<file path="src/rtl/mul_seq_pkg.sv">
// Shared types and helpers for the sequenced multiplier stage.
// Operand extension is written against a wide carrier so any operand width up to 32 bits works.
package mul_seq_pkg;

  typedef enum logic [1:0] {
    StIdle,
    StLoadW,
    StRun,
    StDrain
  } state_e;

  localparam int unsigned DefDataWidth = 8;
  localparam int unsigned PROD_WIDTH   = 2 * DefDataWidth;
  localparam int unsigned ExtWidth     = 64;

  // Extend the low w bits of v to ExtWidth, signed or unsigned; bits above w must be zero.
  function automatic logic [ExtWidth-1:0] extend_op(input logic [ExtWidth-1:0] v,
                                                    input int unsigned         w,
                                                    input logic                sgn);
    logic [ExtWidth-1:0] mask;
    logic [ExtWidth-1:0] top;
    logic                msb;
    mask = ~({ExtWidth{1'b1}} << w);
    top  = v >> (w - 1);
    msb  = sgn & top[0];
    return (v & mask) | ({ExtWidth{msb}} & ~mask);
  endfunction

endpackage

</file>
<file path="src/rtl/mul_out_fifo.sv">
// Synchronous output FIFO for product vectors; power-of-two depth, registered occupancy count.
module mul_out_fifo #(
  parameter int unsigned Width = 128,
  parameter int unsigned Depth = 4
) (
  input  logic                       clk_i,
  input  logic                       rst_ni,
  input  logic                       push_i,
  input  logic [Width-1:0]           wdata_i,
  input  logic                       pop_i,
  output logic [Width-1:0]           rdata_o,
  output logic [$clog2(Depth):0]     count_o,
  output logic                       empty_o,
  output logic                       full_o
);

  localparam int unsigned AddrW = $clog2(Depth);
  localparam int unsigned CntW  = AddrW + 1;

  logic [Width-1:0] mem_q [Depth];
  logic [AddrW-1:0] wr_ptr_q, wr_ptr_d;
  logic [AddrW-1:0] rd_ptr_q, rd_ptr_d;
  logic [CntW-1:0]  count_q, count_d;
  logic             do_push, do_pop;

  assign empty_o = (count_q == '0);
  assign full_o  = (count_q == CntW'(Depth));
  assign count_o = count_q;
  assign rdata_o = mem_q[rd_ptr_q];

  assign do_push = push_i && !full_o;
  assign do_pop  = pop_i && !empty_o;

  always_comb begin
    wr_ptr_d = wr_ptr_q + AddrW'(do_push);
    rd_ptr_d = rd_ptr_q + AddrW'(do_pop);
    count_d  = count_q + CntW'(do_push) - CntW'(do_pop);
  end

  always_ff @(posedge clk_i or negedge rst_ni) begin
    if (!rst_ni) begin
      wr_ptr_q <= '0;
      rd_ptr_q <= '0;
      count_q  <= '0;
    end else begin
      wr_ptr_q <= wr_ptr_d;
      rd_ptr_q <= rd_ptr_d;
      count_q  <= count_d;
    end
  end

  // Storage needs no reset: entries are only observed through count_q.
  always_ff @(posedge clk_i) begin
    if (do_push) begin
      mem_q[wr_ptr_q] <= wdata_i;
    end
  end

endmodule

</file>
<file path="src/rtl/mul_seq.sv">
// Sequenced multiplier: one weight per iteration times N activation vectors, with a
// credit-guarded output FIFO so downstream stalls never overflow the single pipeline stage.
module mul_seq
  import mul_seq_pkg::*;
#(
  parameter int unsigned NUM_INPUTS             = 8,
  parameter int unsigned DATA_WIDTH             = 8,
  parameter int unsigned LOG_MAX_ITERS          = 16,
  parameter int unsigned LOG_MAX_READS_PER_ITER = 16,
  parameter int unsigned FIFO_DEPTH             = 4
) (
  input  logic                                  clk,
  input  logic                                  rst,
  input  logic                                  configure,
  input  logic [LOG_MAX_ITERS-1:0]              num_iters,
  input  logic [LOG_MAX_READS_PER_ITER-1:0]     num_reads_per_iter,
  input  logic                                  signed_mode,
  input  logic [NUM_INPUTS*DATA_WIDTH-1:0]      act_data_in,
  input  logic                                  act_valid_in,
  output logic                                  act_avail_out,
  input  logic [DATA_WIDTH-1:0]                 weight_data_in,
  input  logic                                  weight_valid_in,
  output logic                                  weight_avail_out,
  output logic [2*NUM_INPUTS*DATA_WIDTH-1:0]    data_out,
  output logic                                  valid_out,
  input  logic                                  avail_in,
  output logic                                  busy_out,
  output logic                                  done_out
);

  localparam int unsigned ProdW    = 2 * DATA_WIDTH;
  localparam int unsigned OutW     = NUM_INPUTS * ProdW;
  localparam int unsigned FifoCntW = $clog2(FIFO_DEPTH) + 1;
  localparam int unsigned OccW     = FifoCntW + 1;
  localparam int unsigned ItW      = LOG_MAX_ITERS;
  localparam int unsigned RdW      = LOG_MAX_READS_PER_ITER;

  state_e                state_q, state_d;
  logic [ItW-1:0]        iters_q, iters_d;
  logic [RdW-1:0]        reads_left_q, reads_left_d;
  logic [RdW-1:0]        reads_cfg_q, reads_cfg_d;
  logic                  signed_q, signed_d;
  logic [DATA_WIDTH-1:0] weight_q, weight_d;
  logic                  done_q, done_d;
  logic [OutW-1:0]       prod_q, prod_d, prod_c;
  logic                  prod_valid_q, prod_valid_d;

  logic                  act_fire, weight_fire;
  logic [FifoCntW-1:0]   fifo_count;
  logic                  fifo_empty, fifo_full;
  logic [OutW-1:0]       fifo_rdata;
  logic [OccW-1:0]       occupancy;

  // Credit counts the product register too, so a vector in flight always has a FIFO slot.
  assign occupancy = {1'b0, fifo_count} + OccW'(prod_valid_q);

  assign act_avail_out    = (state_q == StRun) && (reads_left_q != '0) && !fifo_full &&
                            (occupancy < OccW'(FIFO_DEPTH));
  assign weight_avail_out = (state_q == StLoadW);
  assign act_fire         = act_valid_in && act_avail_out;
  assign weight_fire      = weight_valid_in && weight_avail_out;

  assign valid_out = !fifo_empty && avail_in;
  assign data_out  = valid_out ? fifo_rdata : '0;
  assign busy_out  = (state_q != StIdle);
  assign done_out  = done_q;

  for (genvar i = 0; i < NUM_INPUTS; i++) begin : g_lane
    logic [ProdW-1:0] act_ext;
    logic [ProdW-1:0] wgt_ext;
    assign act_ext = ProdW'(extend_op(ExtWidth'(act_data_in[i*DATA_WIDTH +: DATA_WIDTH]),
                                      DATA_WIDTH, signed_q));
    assign wgt_ext = ProdW'(extend_op(ExtWidth'(weight_q), DATA_WIDTH, signed_q));
    // Low 2*DW bits of the product of extended operands are exact in both modes.
    assign prod_c[i*ProdW +: ProdW] = act_ext * wgt_ext;
  end

  always_comb begin
    prod_valid_d = act_fire;
    prod_d       = act_fire ? prod_c : prod_q;
  end

  always_comb begin
    state_d      = state_q;
    iters_d      = iters_q;
    reads_left_d = reads_left_q;
    reads_cfg_d  = reads_cfg_q;
    signed_d     = signed_q;
    weight_d     = weight_q;
    done_d       = 1'b0;

    unique case (state_q)
      StIdle: begin
        if (configure) begin
          if ((num_iters != '0) && (num_reads_per_iter != '0)) begin
            state_d     = StLoadW;
            iters_d     = num_iters;
            reads_cfg_d = num_reads_per_iter;
            signed_d    = signed_mode;
          end else begin
            done_d = 1'b1;
          end
        end
      end
      StLoadW: begin
        if (weight_fire) begin
          weight_d     = weight_data_in;
          reads_left_d = reads_cfg_q;
          state_d      = StRun;
        end
      end
      StRun: begin
        if (act_fire) begin
          reads_left_d = reads_left_q - RdW'(1);
          if (reads_left_q == RdW'(1)) begin
            if (iters_q > ItW'(1)) begin
              iters_d = iters_q - ItW'(1);
              state_d = StLoadW;
            end else begin
              state_d = StDrain;
            end
          end
        end
      end
      StDrain: begin
        if (!prod_valid_q && fifo_empty) begin
          state_d = StIdle;
          done_d  = 1'b1;
        end
      end
      default: state_d = StIdle;
    endcase
  end

  always_ff @(posedge clk or negedge rst) begin
    if (!rst) begin
      state_q      <= StIdle;
      iters_q      <= '0;
      reads_left_q <= '0;
      reads_cfg_q  <= '0;
      signed_q     <= 1'b0;
      weight_q     <= '0;
      done_q       <= 1'b0;
      prod_q       <= '0;
      prod_valid_q <= 1'b0;
    end else begin
      state_q      <= state_d;
      iters_q      <= iters_d;
      reads_left_q <= reads_left_d;
      reads_cfg_q  <= reads_cfg_d;
      signed_q     <= signed_d;
      weight_q     <= weight_d;
      done_q       <= done_d;
      prod_q       <= prod_d;
      prod_valid_q <= prod_valid_d;
    end
  end

  mul_out_fifo #(
    .Width (OutW),
    .Depth (FIFO_DEPTH)
  ) u_out_fifo (
    .clk_i   (clk),
    .rst_ni  (rst),
    .push_i  (prod_valid_q),
    .wdata_i (prod_q),
    .pop_i   (valid_out),
    .rdata_o (fifo_rdata),
    .count_o (fifo_count),
    .empty_o (fifo_empty),
    .full_o  (fifo_full)
  );

endmodule

</file>
<file path="config.mk">
export PLATFORM = sky130hd
export DESIGN_NAME = mul_seq
export DESIGN_NICKNAME = d
export VERILOG_FILES = /design/src/rtl/mul_seq_pkg.sv /design/src/rtl/mul_out_fifo.sv /design/src/rtl/mul_seq.sv
export SDC_FILE = /design/constraint.sdc
export NUM_CORES = 2
export LEC_CHECK = 0
export CORE_MARGIN = 1.5
export CORE_UTILIZATION = 30
export CTS_CLUSTER_SIZE = 28
export DETAILED_ROUTE_END_ITERATION = 16
export RECOVER_POWER = 100
export SLEW_MARGIN = 10
export SYNTH_ARGS = -nofsm -noshare
export SYNTH_HDL_FRONTEND = slang
export SYNTH_HIERARCHICAL = 1
export SYNTH_SLANG_ARGS = --single-unit
</file>
<file path="constraint.sdc">
create_clock -name clk -period 22.8 [get_ports clk]
set_input_delay 6.84 -clock clk [delete_from_list [all_inputs] [get_ports clk]]
set_output_delay 6.84 -clock clk [all_outputs]
set_load 0.01 [all_outputs]
</file>
==> results_dict.tcl <==
set metrics [dict create \
    timing.final.setup_violations 0 \
    clock_insertion_delay_worst_skew_ps 670 \
    worstSetupPathType "in -> out" \
    ios 244 \
    global_route_wire_length_before_repair_um 218000 \
    reg2reg_depth 8 \
    predominant_post_synthesis_flop_cell "edfxtp_1" \
    first_iter_violations 1722 \
    timing.hold.worst.class "reg -> reg" \
    clock_sinks 708 \
    setup.worst_path.end_class "primary output" \
    synth.ff_latch_count 708 \
    total_negative_setup_slacks_ps 0 \
    final.period_utilization_pct 78.5 \
    clk_path_buf_depth 3 \
    arrival_ps 11050 \
    place.detailed.hpwl_um 100000 \
    post-route-min-period_ps 17890 \
    tritoncts.num_buffers 74 \
    gr-total-overflow 0 \
    post_drt_wl_per_cell_um 17.8 \
    die_h_um 437 \
    final_layout_size_suffix_gt1_share_pct 6.50 \
    cts_setup_buffers 0 \
    post-synth-top-area-fraction_pct 27.2 \
    via_count_of_the_first_global_routing_pass 37300 \
    yosysMostFrequentCell "inv_1" \
    critPathLaunchType "input pin" \
    netlist_instances 5011 \
    number_of_nets_still_failing_antenna_checks_after_routing 0 \
    synth_top_cells_by_area "edfxtp_1 27%, fa_1 19%, ha_1 9.8%" \
    outcome "finished with violations" \
    holdPathStages 1 \
    synth.yosys.seq_area_share_pct 35.8 \
    finalNonFillerCells 7710 \
    dr.pass1.iters 6 \
    postRouteWirelength_um 137000 \
    total_routing_usage_reported_by_global_routing_pct 14.6 \
    syn-num-nets 6112 \
    finalWeightedCongestion 0.822 \
    synthTopCellsByCount "894 x inv_1, 551 x and2_1, 545 x fa_1" \
    cts.reportedPaths.clkPinSlew_ps 60 \
    cts_tree "done" \
    post_synth_instance_area_mm2 0.0566 \
    synthArstFlopShare_pct 27.7 \
    share_of_the_core_filled_with_cells_in_the_final_layout_pct 34.0 \
    final_nets 6240 \
    cell_area_reported_after_detailed_placement_mm2 0.0615 \
    fmax_ghz 0.0559 \
    area_growth_pct 12.9 \
    violations_in_the_final_reports "max-capacitance violations, max-slew violations" \
    synth_edf_count 512 \
    syn_area_per_cell_um2 11.3 \
    portBuffers 243 \
    vias_per_cell 4.58 \
    slew-limit-headroom_pct -509 \
    post_cts_resize_count 0 \
    hold_viol 0 \
    timing_worst_slew_pin_value_ps 9130 \
    die_w_um 437 \
    timing.final.max_slew_violations 1055 \
    pin_count_of_the_biggest_net_entering_global_routing 167 \
    crit_fanout 83 \
    synth.distinct_cells 71 \
    yosys_warnings 6 \
    synth_top_area_cell "edfxtp_1" \
    cap_viol_max_count 17 \
    initial_antenna_violation_count 31 \
    worst-endpoint-required_ps 15960 \
    clock_tree.htree_level_count 3 \
    total_number_of_vias 35300 \
    placement_rows 159 \
    place_inst 7558 \
    layout.cell_area.non_filler_mm2 0.0639 \
    total_die_area_mm2 0.191 \
    route.detailed.drc 0 \
    design.core.area_mm2 0.188 \
    unrepaired_setup_endpoints_after_global_routing "false" \
    clock-skew-final_ps 33.2 \
    holdBufCountCts 0 \
    cts_root_buf "clkbuf_16" \
    start_util_pct 30.2 \
]
==> per-stage QoR <==
step,hold WS [ps],setup WS [ps]
floorplan,463,8120
global placement,486,6510
detailed placement,496,6310
CTS,506,6300
global route,525,3140
finish,510,4910
==> critical path, cell delays in order <==
cell	delay [ps]
dlygate4sd3_1	530
nor2b_1	1940
buf_4	740
and2_1	220
dlygate4sd3_1	610
==> logic make-up (layout without fill, tap and decap cells) <==
kind of cell | count (synthesis) | after routing | share of synthesized area [%]
compound gates | 457 | 457 | 5.00
xor+xnor | 265 | 265 | 4.32
mux | 162 | 162 | 5.76
simple gates | 1300 | 1300 | 12.2
flops | 708 | 708 | 35.8
fa+ha+maj | 991 | 991 | 29.1
buf+inv | 1128 | 1317 | 7.78
other cells | 0 | 15 | 0
==> cell type report <==
class / count / area, um^2
Fill cell: 18600 / 124000
Multi-Input combinational cell: 3175 / 31900
Sequential cell: 708 / 20300
Inverter: 895 / 3360
Tap cell: 2495 / 3120
Timing Repair Buffer: 285 / 2710
Clock buffer: 104 / 2070
Clock inverter: 33 / 384
Antenna cell: 15 / 37.5
==> layer usage <==
metal  vias up  global-route usage (%)  part of all wire, %
met1     17900                    18.5                   43
met4        12                    4.56                  2.8
met3       167                    2.03                  3.6
li1      16600                       -                    -
met5         -                       0                0.058
met2       534                    25.5                   50
==> cell usage in the layout (no fill, tap or decap), drive strengths merged, types with 12 or more instances in the layout <==
cell type,instances
a211oi,16
a21o,46
a21oi,105
a31o,12
and2,552
and3,68
buf,30
clkbuf,117
clkdlybuf4s50,186
clkinv,16
dfrtp,196
diode,15
dlygate4sd3,56
edfxtp,512
fa,545
ha,445
inv,904
mux2,27
mux4,128
nand2,357
nand3,56
nor2,112
nor2b,17
nor3,54
nor4,15
o21a,15
o21ai,153
o22ai,27
o31ai,21
or3,21
xnor2,186
xor2,70
==> sequential cells by signal, indices dropped and copies added, names as in the netlist, 2 cells and up <==
signal	cells
u_out_fifo/mem_q	512
prod_q	128
iters_q	16
reads_cfg_q	16
reads_left_q	16
weight_q	8
u_out_fifo/count_o	3
state_q	2
u_out_fifo/rd_ptr_q	2
u_out_fifo/wr_ptr_q	2
==> final timing paths <==
kind / slack [ps] / endpoint / start
max in group asynchronous: 5430 / u_out_fifo/rd_ptr_q[0] / rst
min in group asynchronous: 8530 / prod_q[23] / rst
max reg2reg: 12460 / prod_q[12] / reads_left_q[0]
min: 510 / reads_cfg_q[10] / reads_cfg_q[10]
min reg2reg: 510 / reads_cfg_q[10] / reads_cfg_q[10]
max: 4910 / data_out[11] / avail_in
Power is left out: the tool's default activity adds up to more than one toggle a clock period on the data nets, which glitch-free logic cannot reach.
